$ cat src/rtl/epc_sat_counter.sv
// Saturating event counter with synchronous clear. An increment that lands
// on the same edge as a clear loads one, so the event is never lost.
module epc_sat_counter #(
  parameter int W = 8
) (
  input  logic         clk,
  input  logic         rst,
  input  logic         clr,
  input  logic         inc,
  output logic [W-1:0] cnt
);

  localparam logic [W-1:0] CNT_MAX  = {W{1'b1}};
  localparam logic [W-1:0] CNT_ONE  = W'(1'b1);
  localparam logic [W-1:0] CNT_ZERO = {W{1'b0}};

  logic [W-1:0] cnt_r;
  logic [W-1:0] cnt_next_s;

  // Next-count selection: clear, increment with saturation, or hold.
  always_comb begin
    cnt_next_s = cnt_r;
    if (inc) begin
      if (clr) begin
        cnt_next_s = CNT_ONE;
      end else if (cnt_r == CNT_MAX) begin
        cnt_next_s = cnt_r;
      end else begin
        cnt_next_s = cnt_r + CNT_ONE;
      end
    end else if (clr) begin
      cnt_next_s = CNT_ZERO;
    end else begin
      cnt_next_s = cnt_r;
    end
  end

  // Count register, cleared asynchronously by reset.
  always_ff @(posedge clk or posedge rst) begin
    if (rst) begin
      cnt_r <= CNT_ZERO;
    end else begin
      cnt_r <= cnt_next_s;
    end
  end

  assign cnt = cnt_r;

endmodule : epc_sat_counter

$ cat config.mk
export PLATFORM = sky130hd
export DESIGN_NAME = epc_sat_counter
export DESIGN_NICKNAME = d
export VERILOG_FILES = /design/src/rtl/epc_sat_counter.sv
export SDC_FILE = /design/constraint.sdc
export NUM_CORES = 1
export LEC_CHECK = 0
export CORE_MARGIN = 1
export CORE_UTILIZATION = 34
export CTS_BUF_LIST = sky130_fd_sc_hd__clkbuf_4 sky130_fd_sc_hd__clkbuf_8
export CTS_CLUSTER_SIZE = 28
export DETAILED_ROUTE_END_ITERATION = 16
export PLACE_DENSITY = 0.63
export SETUP_SLACK_MARGIN = 0.5
export SLEW_MARGIN = 20
export SYNTH_ARGS = -nofsm -noshare
export SYNTH_HDL_FRONTEND = slang
export SYNTH_SLANG_ARGS = --single-unit
$ cat constraint.sdc
create_clock -name clk -period 2.4 [get_ports clk]
set_clock_uncertainty 0.2 [all_clocks]
set_input_delay 0.24 -clock clk [delete_from_list [all_inputs] [get_ports clk]]
set_output_delay 0.24 -clock clk [all_outputs]
set_load 0.02 [all_outputs]
# [Yosys cells after proc, flatten, opt, wreduce, memory -nomap -nowiden]
# Index checks and enable logic that the tools add are counted.
[classes] n_reduce_logical=2 eq_ne=2 muxes=4 n_addsub=1
[op_table] op="$mux 8" n=4
[op_table] op="$add 8x1->8 const B" n=1
[op_table] op="$eq 8x8->1 const B" n=1
[op_table] op="$ne 2x2->1 const B" n=1
[op_table] op="$reduce_and 2->1" n=1
[op_table] op="$reduce_bool 2->1" n=1
[word_totals] out_inout_bits=8 regBits=8 elab_cells=10 input_bits=4

# [Logic depth before layout (Yosys ltp)]
# Gate-level depths: netlist of the first run.
[logic_depth] ltp_word=4 depth_mapped=4 ltp_nobuf=4

# [Worst setup path after synthesis of the first run]
# No wires, ideal clock.
[synth_timing] path_kind="reg2reg" from="register cnt_r[0], in the netlist cnt[0]" to="register cnt_r[6], in the netlist cnt[6]" path_stages_with_launch=5 arrival_ns=1.313 synth_period_minus_slack_ns=1.641 n_path_buf=0 setup_slack_ns=0.759 path_cell_list="dfrtp_1 ha_1 and4_1 nor4bb_1 nor3_1"
[synth_between] elab_chain_len=4 word_cells_on_any_way=7 cone_classes="1 x add/sub; 2 x eq/ne; 3 x mux; 1 x reduce/logical"
[synth_rtl] element="start, declared" line="17" rtl="logic [W-1:0] cnt_r;"
[synth_rtl] element="start signal, assigned" line="43" rtl="cnt_r <= cnt_next_s;"
[synth_rtl] element="$add 8x1->8" line="29" rtl="cnt_next_s = cnt_r + CNT_ONE;"
[synth_rtl] element="$mux 8" line="26" rtl="end else if (cnt_r == CNT_MAX) begin"
[synth_rtl] element="$mux 8" line="24" rtl="if (clr) begin"
[synth_rtl] element="$mux 8" line="23" rtl="if (inc) begin"
# Several ways; a longest one is shown, not always the timed one. The select of a mux whose other input is x is not followed.
# A chain may end at the register's enable or synchronous reset.

# [Worst setup path after layout of the first run]
[layout_timing] from="register cnt_r[2], in the netlist cnt[2]" to="output cnt[2]"
[layout_rtl] element="end, declared" line="10" rtl="output logic [W-1:0] cnt"
# No word-level cell between the ends.

==> reports/results.tsv, run 1 <==
metric	value	unit
p_per_area	466.5	nW/µm²
ctsResizeCount	0	
port_buffers	11	
r2r-end	cnt[6]$_DFFE_PP0P_	
clk_pin_slew	0.06	ns
syn_area	490.5	µm²
ant_nets	0	
setup_ws	0.5766	ns
synth_most_common_cell	dfrtp_1	
synthTopCellsByArea	dfrtp_1, a31oi_1, and4_1, nand3_1, a211oi_1	
finalCriticalPeriod	1.823	ns
fillers	133	
crit_path_end_kind	output pin	
synth_top_area_frac	0.4082	
rows	13	
synth_nets	53	
synth-main-ff-cell	dfrtp_1	
yosysSeqAreaShare	0.4082	
track_usage	0.1813	
hp-class	in2async	
r2r_start	cnt[0]$_DFFE_PP0P_	
status	completed	
ys_top_cells_by_count	dfrtp_1, a31oi_1, nand3_1	
drc	0	
post_route_cells_drive_above_1_share	0.1613	
leakage	0.2826	nW
finalHoldViolCount	0	
clk_path_buf_depth	2	
r2r_slack	0.71	ns
crit_fanout	9	
grt_pass1_wl	1849	µm
cts_hold_buf	0	
core	1318	µm²
cp_cell_sequence	clkdlybuf4s50_1	
setup_violations	0	
htree_levels	1	
cts_tree	yes	
final_util	0.4891	
final_nets	69	
post_synth.cell_area_avg	10.22	µm²
dp_hpwl	746.3	µm
holdWs	0.03467	ns
yosysWarnings	0	
gp_congestion	0.7840	
synthArstFlopShare	1.000	
drt_pass1_iterations	4	
area_growth_syn_to_layout	31.38	%
cp.buffers_inverters	1	
cp_top_family	buffers and inverters	
finalPower	0.0003006	W
crit_arrival	1.38	ns
largest_reg_flops	8	
rsz0062_at_grt	no	
final.setup.tns	0	ns
start_util	0.3723	
worst_pin_slew	0.3145	ns
synth_cell_types	30	
power_switching	0.00007962	W
dpl_worst_slack	0.5305	ns
synth_edf_count	0	
critPathSlowestCell	clkdlybuf4s50_1	
grt_pass1_vias	373	
crit_type	reg2out	
wl_per_cell	14.09	µm
cts_num_sinks	8	
max-cap-violations	0	
internal-power	0.0002209	W
maxSlewViolCount	0	
ir_drop	0.2651	mV
syn_inst	48	
critPathLaunchType	register	
via_per_inst	5.974	
crit_required	1.96	ns
grt_max_degree	10	
max_freq	0.5484	GHz
drt_wl_total	1085	µm
antenna_found_initial	0	
p_comb_frac	0.161	
crit_cells	1	
slowest_delay	0.65	ns
netSwitchingFraction	0.2649	
antenna_cells	0	
insertion_delay	0.25	ns
cp-startpoint	cnt[2]$_DFFE_PP0P_	
via_count	460	
grt_overflow	0	
cts_setup_buffers	0	
numCtsBuffers	3	
die_w	39.98	µm
power_frac_seq	0.493	
pwr-share-clk	0.345	
relSlewSlack	0.7901	
fin_crit_sh	0.7598	
first_iter_violations	20	
root_buffer	clkbuf_4	
ios	12	
ys_ff_latch	8	
yosysTopAreaCell	dfrtp_1	
dieArea	1598	µm²
rr_worst_depth	4	
die_h	39.98	µm
## stage by stage
step / instances / instance area (µm²)
4_1_cts: 77 / 641.9
5_1_grt: 77 / 644.4
3_5_place_dp: 74 / 619.3
2_1_floorplan: 48 / 490.5
3_3_place_gp: 74 / 619.3
6_report: 77 / 644.4
## worst max-delay path by stage
stage | to | slack [ns]
finish | cnt[2] | 0.58
global route | cnt[5] | 0.54
CTS | cnt[4] | 0.56
detailed placement | cnt[5]$_DFFE_PP0P_ | 0.53
global placement | cnt[5]$_DFFE_PP0P_ | 0.55
floorplan | cnt[6]$_DFFE_PP0P_ | 0.76
## final cells by class
class | count | area [µm²] | area share
well taps | 15 | 18.77 | 0.02913
inverters | 2 | 7.507 | 0.01165
multi-input cells | 37 | 275.3 | 0.4272
repair buffers | 12 | 120.1 | 0.1864
clock buffers | 3 | 22.52 | 0.03495
flip-flops and latches | 8 | 200.2 | 0.3107
## routing by layer
| metal | wire [µm] | share of wire | up-vias | track usage |
|---|---|---|---|---|
| li1 | - | - | 220 | - |
| met1 | 527 | 0.49 | 216 | 0.2544 |
| met2 | 466 | 0.43 | 22 | 0.2460 |
| met3 | 80 | 0.074 | 2 | 0.05000 |
| met4 | 10 | 0.0092 | 0 | 0.1034 |
| met5 | 0 | 0 | - | 0 |
## power by group through the flow
stage | Clock (W) | Combinational (W) | Sequential [W]
floorplan | 0 | 0.0000217 | 0.000155
global placement | 0 | 0.0000488 | 0.000151
detailed placement | 0 | 0.0000486 | 0.000150
CTS | 0.000108 | 0.0000489 | 0.000148
global route | 0.000116 | 0.0000532 | 0.000149
finish | 0.000104 | 0.0000485 | 0.000148
## cells in the final DEF, fill, tap and decap left out, types with 2 or more instances in the layout
| cell | Yosys | routed |
|---|---|---|
| a211oi_1 | 2 | 2 |
| a21oi_1 | 2 | 2 |
| a31oi_1 | 3 | 3 |
| and4_1 | 2 | 2 |
| clkbuf_4 | 0 | 3 |
| clkdlybuf4s50_1 | 0 | 10 |
| dfrtp_1 | 8 | 8 |
| inv_1 | 2 | 2 |
| nand2_1 | 2 | 2 |
| nand2b_1 | 2 | 2 |
| nand3_1 | 3 | 3 |
| nor3_1 | 2 | 2 |
## kinds of logic after synthesis
| family | Yosys count | synth area share |
|---|---|---|
| AND/OR/NAND/NOR | 21 | 0.2832 |
| buffers and inverters | 3 | 0.03062 |
| flip-flops | 8 | 0.4082 |
| adder cells (fa/ha/maj) | 1 | 0.02551 |
| AO/OA/AOI/OAI | 13 | 0.2015 |
| multiplexers | 2 | 0.05101 |
Note: power is estimated with default switching activity, not from simulation.
==> run 2, diff against run 1 <==
- clock period: 2.4 -> 1.8 ns (I/O delays scaled with it)
==> reports/results.tsv, run 2 (synthesis gave the netlist of run 1 again) <==
metric	value	unit	change
grt_pass1_wl	1959	µm	+5.9%
ant_nets	0		unchanged
fillers	109		-18%
crit_required	1.73	ns	-0.23 ns
drc	0		unchanged
hold_start	inc		
die_w	39.98	µm	unchanged
ir_drop	0.4252	mV	+60%
gp_congestion	0.7092		-9.5%
rsz0062_at_grt	yes		
fin_crit_sh	0.8396		
via_per_inst	5.446		-8.8%
area_growth_syn_to_layout	65.31	%	
track_usage	0.1900		+0.008690
crit_fanout	7		-2
finalCriticalPeriod	1.511	ns	
root_buffer	clkbuf_4		
status	completed		
cts_num_sinks	8		unchanged
multi_input_area	342.8	µm²	+25%
mostFrequentLayoutCells	buf_4, dfrtp_2, buf_2		
htree_levels	1		unchanged
cp-startpoint	cnt[4]$_DFFE_PP0P_		
hp-class	in2reg		
antenna_found_initial	0		unchanged
ios	12		unchanged
largest_reg_flops	8		unchanged
max_freq	0.6617	GHz	
relSlewSlack	0.8234		+0.03333
grt_pass1_vias	442		+18%
grt_overflow	0		unchanged
post_route_cells_drive_above_1_share	0.6104		+0.4491
drt_wl_total	1347	µm	+24%
crit_path_end_kind	register		
clk_path_buf_depth	2		unchanged
die_h	39.98	µm	unchanged
worst_pin_slew	0.2649	ns	-0.04965 ns
dpl_worst_slack	0.03747	ns	-0.4930 ns
p_per_area	551.8	nW/µm²	+18%
post_dp_cell_area	650.6	µm²	+5.1%
critPathLaunchType	register		
insertion_delay	0.26	ns	about the same
layout_commonest_cell	buf_4		
core	1318	µm²	unchanged
setup_ws	0.2888	ns	-0.2878 ns
clk_pin_slew	0.06	ns	about the same
max-cap-violations	0		unchanged
dieArea	1598	µm²	unchanged
cts_tree	yes		
finalHoldViolCount	0		unchanged
setup_violations	0		unchanged
maxSlewViolCount	0		unchanged
wl_per_cell	14.64	µm	+3.9%
via_count	501		+8.9%
r2r_start	cnt[4]$_DFFE_PP0P_		
final_nets	83		+20%
grt_max_degree	11		+1
crit_arrival	1.44	ns	+0.06 ns
numCtsBuffers	3		unchanged
rows	13		unchanged
drt_pass1_iterations	2		-2
crit_type	reg2reg		
first_iter_violations	2		-90%
port_buffers	11		unchanged
ff_latch_area	209.0	µm²	+4.4%
final_cell_area	810.8	µm²	+26%
final.setup.tns	0	ns	unchanged
start_util	0.3723		unchanged
antenna_cells	0		unchanged
dp_hpwl	763.1	µm	+2.3%
leakage	0.3542	nW	+25%
==> run 2: layout make-up <==
cell class / instances / share of cell area
multi-input combinational: 37 / 0.4228
timing repair buffer: 26 / 0.2454
clock buffer: 4 / 0.03704
inverter: 2 / 0.01389
tap: 15 / 0.02315
sequential: 8 / 0.2577
==> run 2: repair_timing <==
item                                   in CTS  in global routing
hold buffers                                1                  0
pin swaps                                   5                  6
endpoints found under the hold margin       8                  0
gates cloned                                0                  0
buffers inserted                            8                  4
setup endpoints to repair                  16                 20
gates resized for setup                    25                 21
==> run 2: report_power, final <==
group	internal (W)	switching [W]	leakage [nW]	total (W)
Sequential	0.000188	0.0000143	0.0978	0.000202
Combinational	0.0000399	0.0000398	0.238	0.0000797
Clock	0.000100	0.0000654	0.0184	0.000166
==> run 2: layer usage <==
layer	wire (µm)	vias to the layer above	part of all wire	global-route usage
li1	-	247	-	-
met1	635	240	0.47	0.2345
met2	639	12	0.47	0.3105
met3	58	2	0.043	0.05000
met4	14	0	0.010	0.07759
met5	0	-	0	0
==> run 2: worst max-delay path, stage by stage (launching register included) <==
cell and delay [ns]:
dfrtp_2 0.45, and4_4 0.18, a211oi_4 0.23, mux2_4 0.32
==> run 2: through the flow <==
step	util	hold WS [ns]	total power [W]	instances
floorplan	-	-0.2047	0.0002422	48
global placement	0.4938	0.2546	0.0002746	75
detailed placement	0.4938	0.2541	0.0002744	75
CTS	0.5679	0.3472	0.0004402	88
global route	0.6154	0.1454	0.0004726	92
finish	0.6154	0.1237	0.0004474	92
==> run 2: worst paths after layout <==
check                      slack, ns  depth (start not counted)            endpoint
max                             0.29                          3  cnt[5]$_DFFE_PP0P_
min                             0.12                          2  cnt[0]$_DFFE_PP0P_
max reg2reg                     0.29                          3  cnt[5]$_DFFE_PP0P_
min reg2reg                     0.35                          1  cnt[4]$_DFFE_PP0P_
max in group asynchronous       0.68                          3  cnt[2]$_DFFE_PP0P_
min in group asynchronous       0.54                          3  cnt[4]$_DFFE_PP0P_
==> run 3, diff against run 2 <==
- PLACE_DENSITY: 0.63 -> 0.65
- clock period: 1.8 -> 1.38 ns (I/O delays scaled with it)
==> reports/results.tsv, run 3 (synthesis gave the netlist of run 1 again) <==
metric	value	unit	change
track_usage	0.2491		+0.05915
max_freq	0.6602	GHz	-0.23%
finalCriticalPeriod	1.515	ns	+0.003420 ns
cts_tree	yes		
drt_wl_total	1507	µm	+12%
grt_max_degree	9		-2
relSlewSlack	0.7741		-0.04928
cp.buffers_inverters	0		unchanged
cts_num_sinks	8		unchanged
crit_required	1.34	ns	-0.39 ns
insertion_delay	0.27	ns	about the same
cp_cell_sequence	and4_4 -> a211oi_2 -> mux2_4		
holdWs	-0.07316	ns	-0.1969 ns
core	1318	µm²	unchanged
root_buffer	clkbuf_4		
power_switching	0.0001757	W	+47%
status	finished with violations		
critPathLaunchType	register		
die_w	39.98	µm	unchanged
crit_fanout	3		-4
grt_busiest_layer	met2		
crit_type	reg2reg		
antenna_found_initial	0		unchanged
max-cap-violations	0		unchanged
first_iter_violations	5		+3
violations	hold timing, setup timing		
final_cell_count_no_fill	101		+9.8%
multi_input_area	329.1	µm²	-4.0%
p_comb_frac	0.203		+0.025
hp-class	in2async		
start_util	0.3723		unchanged
drc	0		unchanged
htree_levels	1		unchanged
final_nets	92		+11%
grt_util_met2	0.4073		+0.09677
crit_end	cnt[5]$_DFFE_PP0P_		
setup_violations	8		+8
r2r_slack	-0.13	ns	-0.42 ns
cp_top_family	flip-flops		
grt_pass1_wl	2415	µm	+23%
post_route_cells_drive_above_1_share	0.6628		+0.05240
crit_path_end_kind	register		
crit_arrival	1.48	ns	+0.04 ns
cp-startpoint	cnt[6]$_DFFE_PP0P_		
mostFrequentLayoutCells	buf_4, dfrtp_2, buf_6		
rsz0062_at_grt	yes		
r2r-end	cnt[5]$_DFFE_PP0P_		
grt_overflow	0		unchanged
largest_reg_flops	8		unchanged
post_dp_cell_area	763.2	µm²	+17%
grtUsageMet3	0.08333		+0.03333
dpl_worst_slack	-0.3111	ns	-0.3486 ns
fin_crit_sh	1.098		+0.2580
area_growth_syn_to_layout	81.89	%	
dp.cells	90		+20%
fillers	117		+7.3%
crit_cells	3		unchanged
power_frac_seq	0.420		-0.032
r2r_start	cnt[6]$_DFFE_PP0P_		
setup_ws	-0.1347	ns	-0.4234 ns
pwr-share-clk	0.376		+0.006
ios	12		unchanged
ant_nets	0		unchanged
grt_use_met1	0.2746		+0.04009
via_per_inst	5.584		+2.5%
ir_drop	0.5170	mV	+22%
gp_congestion	0.7318		+3.2%
clk_pin_slew	0.07	ns	about the same
grt_pass1_vias	511		+16%
clk_path_buf_depth	2		unchanged
final_cell_area	892.1	µm²	+10%
dieArea	1598	µm²	unchanged
drt_pass1_iterations	4		+2
wl_per_cell	14.92	µm	+1.9%
internal-power	0.0004470	W	+36%
via_count	564		+13%
layout_commonest_cell	buf_4		
critPathSlowestCell	dfrtp_2		
maxSlewViolCount	0		unchanged
ff_latch_area	210.2	µm²	+0.60%
rows	13		unchanged
rr_worst_depth	3		unchanged
die_h	39.98	µm	unchanged
antenna_cells	0		unchanged
slowest_delay	0.42	ns	-0.03 ns
leakage	0.4062	nW	+15%
dp_hpwl	988.2	µm	+29%
p_per_area	698.0	nW/µm²	+27%
finalHoldViolCount	8		+8
numCtsBuffers	3		unchanged
worst_pin_slew	0.3384	ns	+0.07354 ns
netSwitchingFraction	0.2822		+0.01496
port_buffers	11		unchanged
## run 3: cell types whose count changed in the layout (fill, tap and decap cells not counted), moves of 2 or more
cell / change
buf_4: +10
buf_6: +5
buf_2: -4
a211oi_2: +2
clkbuf_2: -2
## run 3: what timing repair did
item / CTS / global route
resized for setup: 48 / 4
cloned: 0 / 0
hold endpoints to repair: 8 / 8
setup buffers: 6 / 1
pin swaps: 8 / 5
endpoints found under the setup margin: 16 / 16
## run 3: cell type report
type / instances / area share
clock buffer: 4 / 0.03366
sequential: 8 / 0.2356
timing repair buffer: 35 / 0.3324
multi-input combinational: 37 / 0.3689
tap: 15 / 0.02104
inverter: 2 / 0.008415
## run 3: per-layer routing
layer / routed length (µm) / up-vias
li1: - / 265
met1: 618 / 277
met2: 787 / 17
met3: 71 / 5
met4: 29 / 0
met5: 0 / -
## run 3: power groups by stage
| stage | combinational, W | sequential, W | clock (W) |
|---|---|---|---|
| after detailed placement | 0.000119 | 0.000264 | 0 |
| after CTS | 0.000123 | 0.000262 | 0.000235 |
| after floorplan | 0.0000420 | 0.000274 | 0 |
| after global routing | 0.000140 | 0.000263 | 0.000256 |
| final | 0.000127 | 0.000262 | 0.000234 |
| after global placement | 0.000118 | 0.000264 | 0 |
## run 3: how the worst min path moves through the flow
stage                     start                 end  slack, ns  cells after the start
after detailed placement    rst  cnt[2]$_DFFE_PP0P_       0.24                      2
after floorplan             rst  cnt[2]$_DFFE_PP0P_      -0.25                      1
final                       rst  cnt[5]$_DFFE_PP0P_      -0.07                      2
after CTS                   rst  cnt[6]$_DFFE_PP0P_      -0.05                      2
after global placement      rst  cnt[3]$_DFFE_PP0P_       0.22                      2
after global routing        rst  cnt[6]$_DFFE_PP0P_      -0.03                      2
## run 3: metrics by stage
step	TNS (ns)	utilization	power [W]
after floorplan	-0.3339	-	0.0003159
after global placement	-1.035	0.5793	0.0003820
after detailed placement	-1.189	0.5793	0.0003834
after CTS	-0.4126	0.6591	0.0006201
after global routing	-0.9307	0.6771	0.0006579
final	-0.4348	0.6771	0.0006227
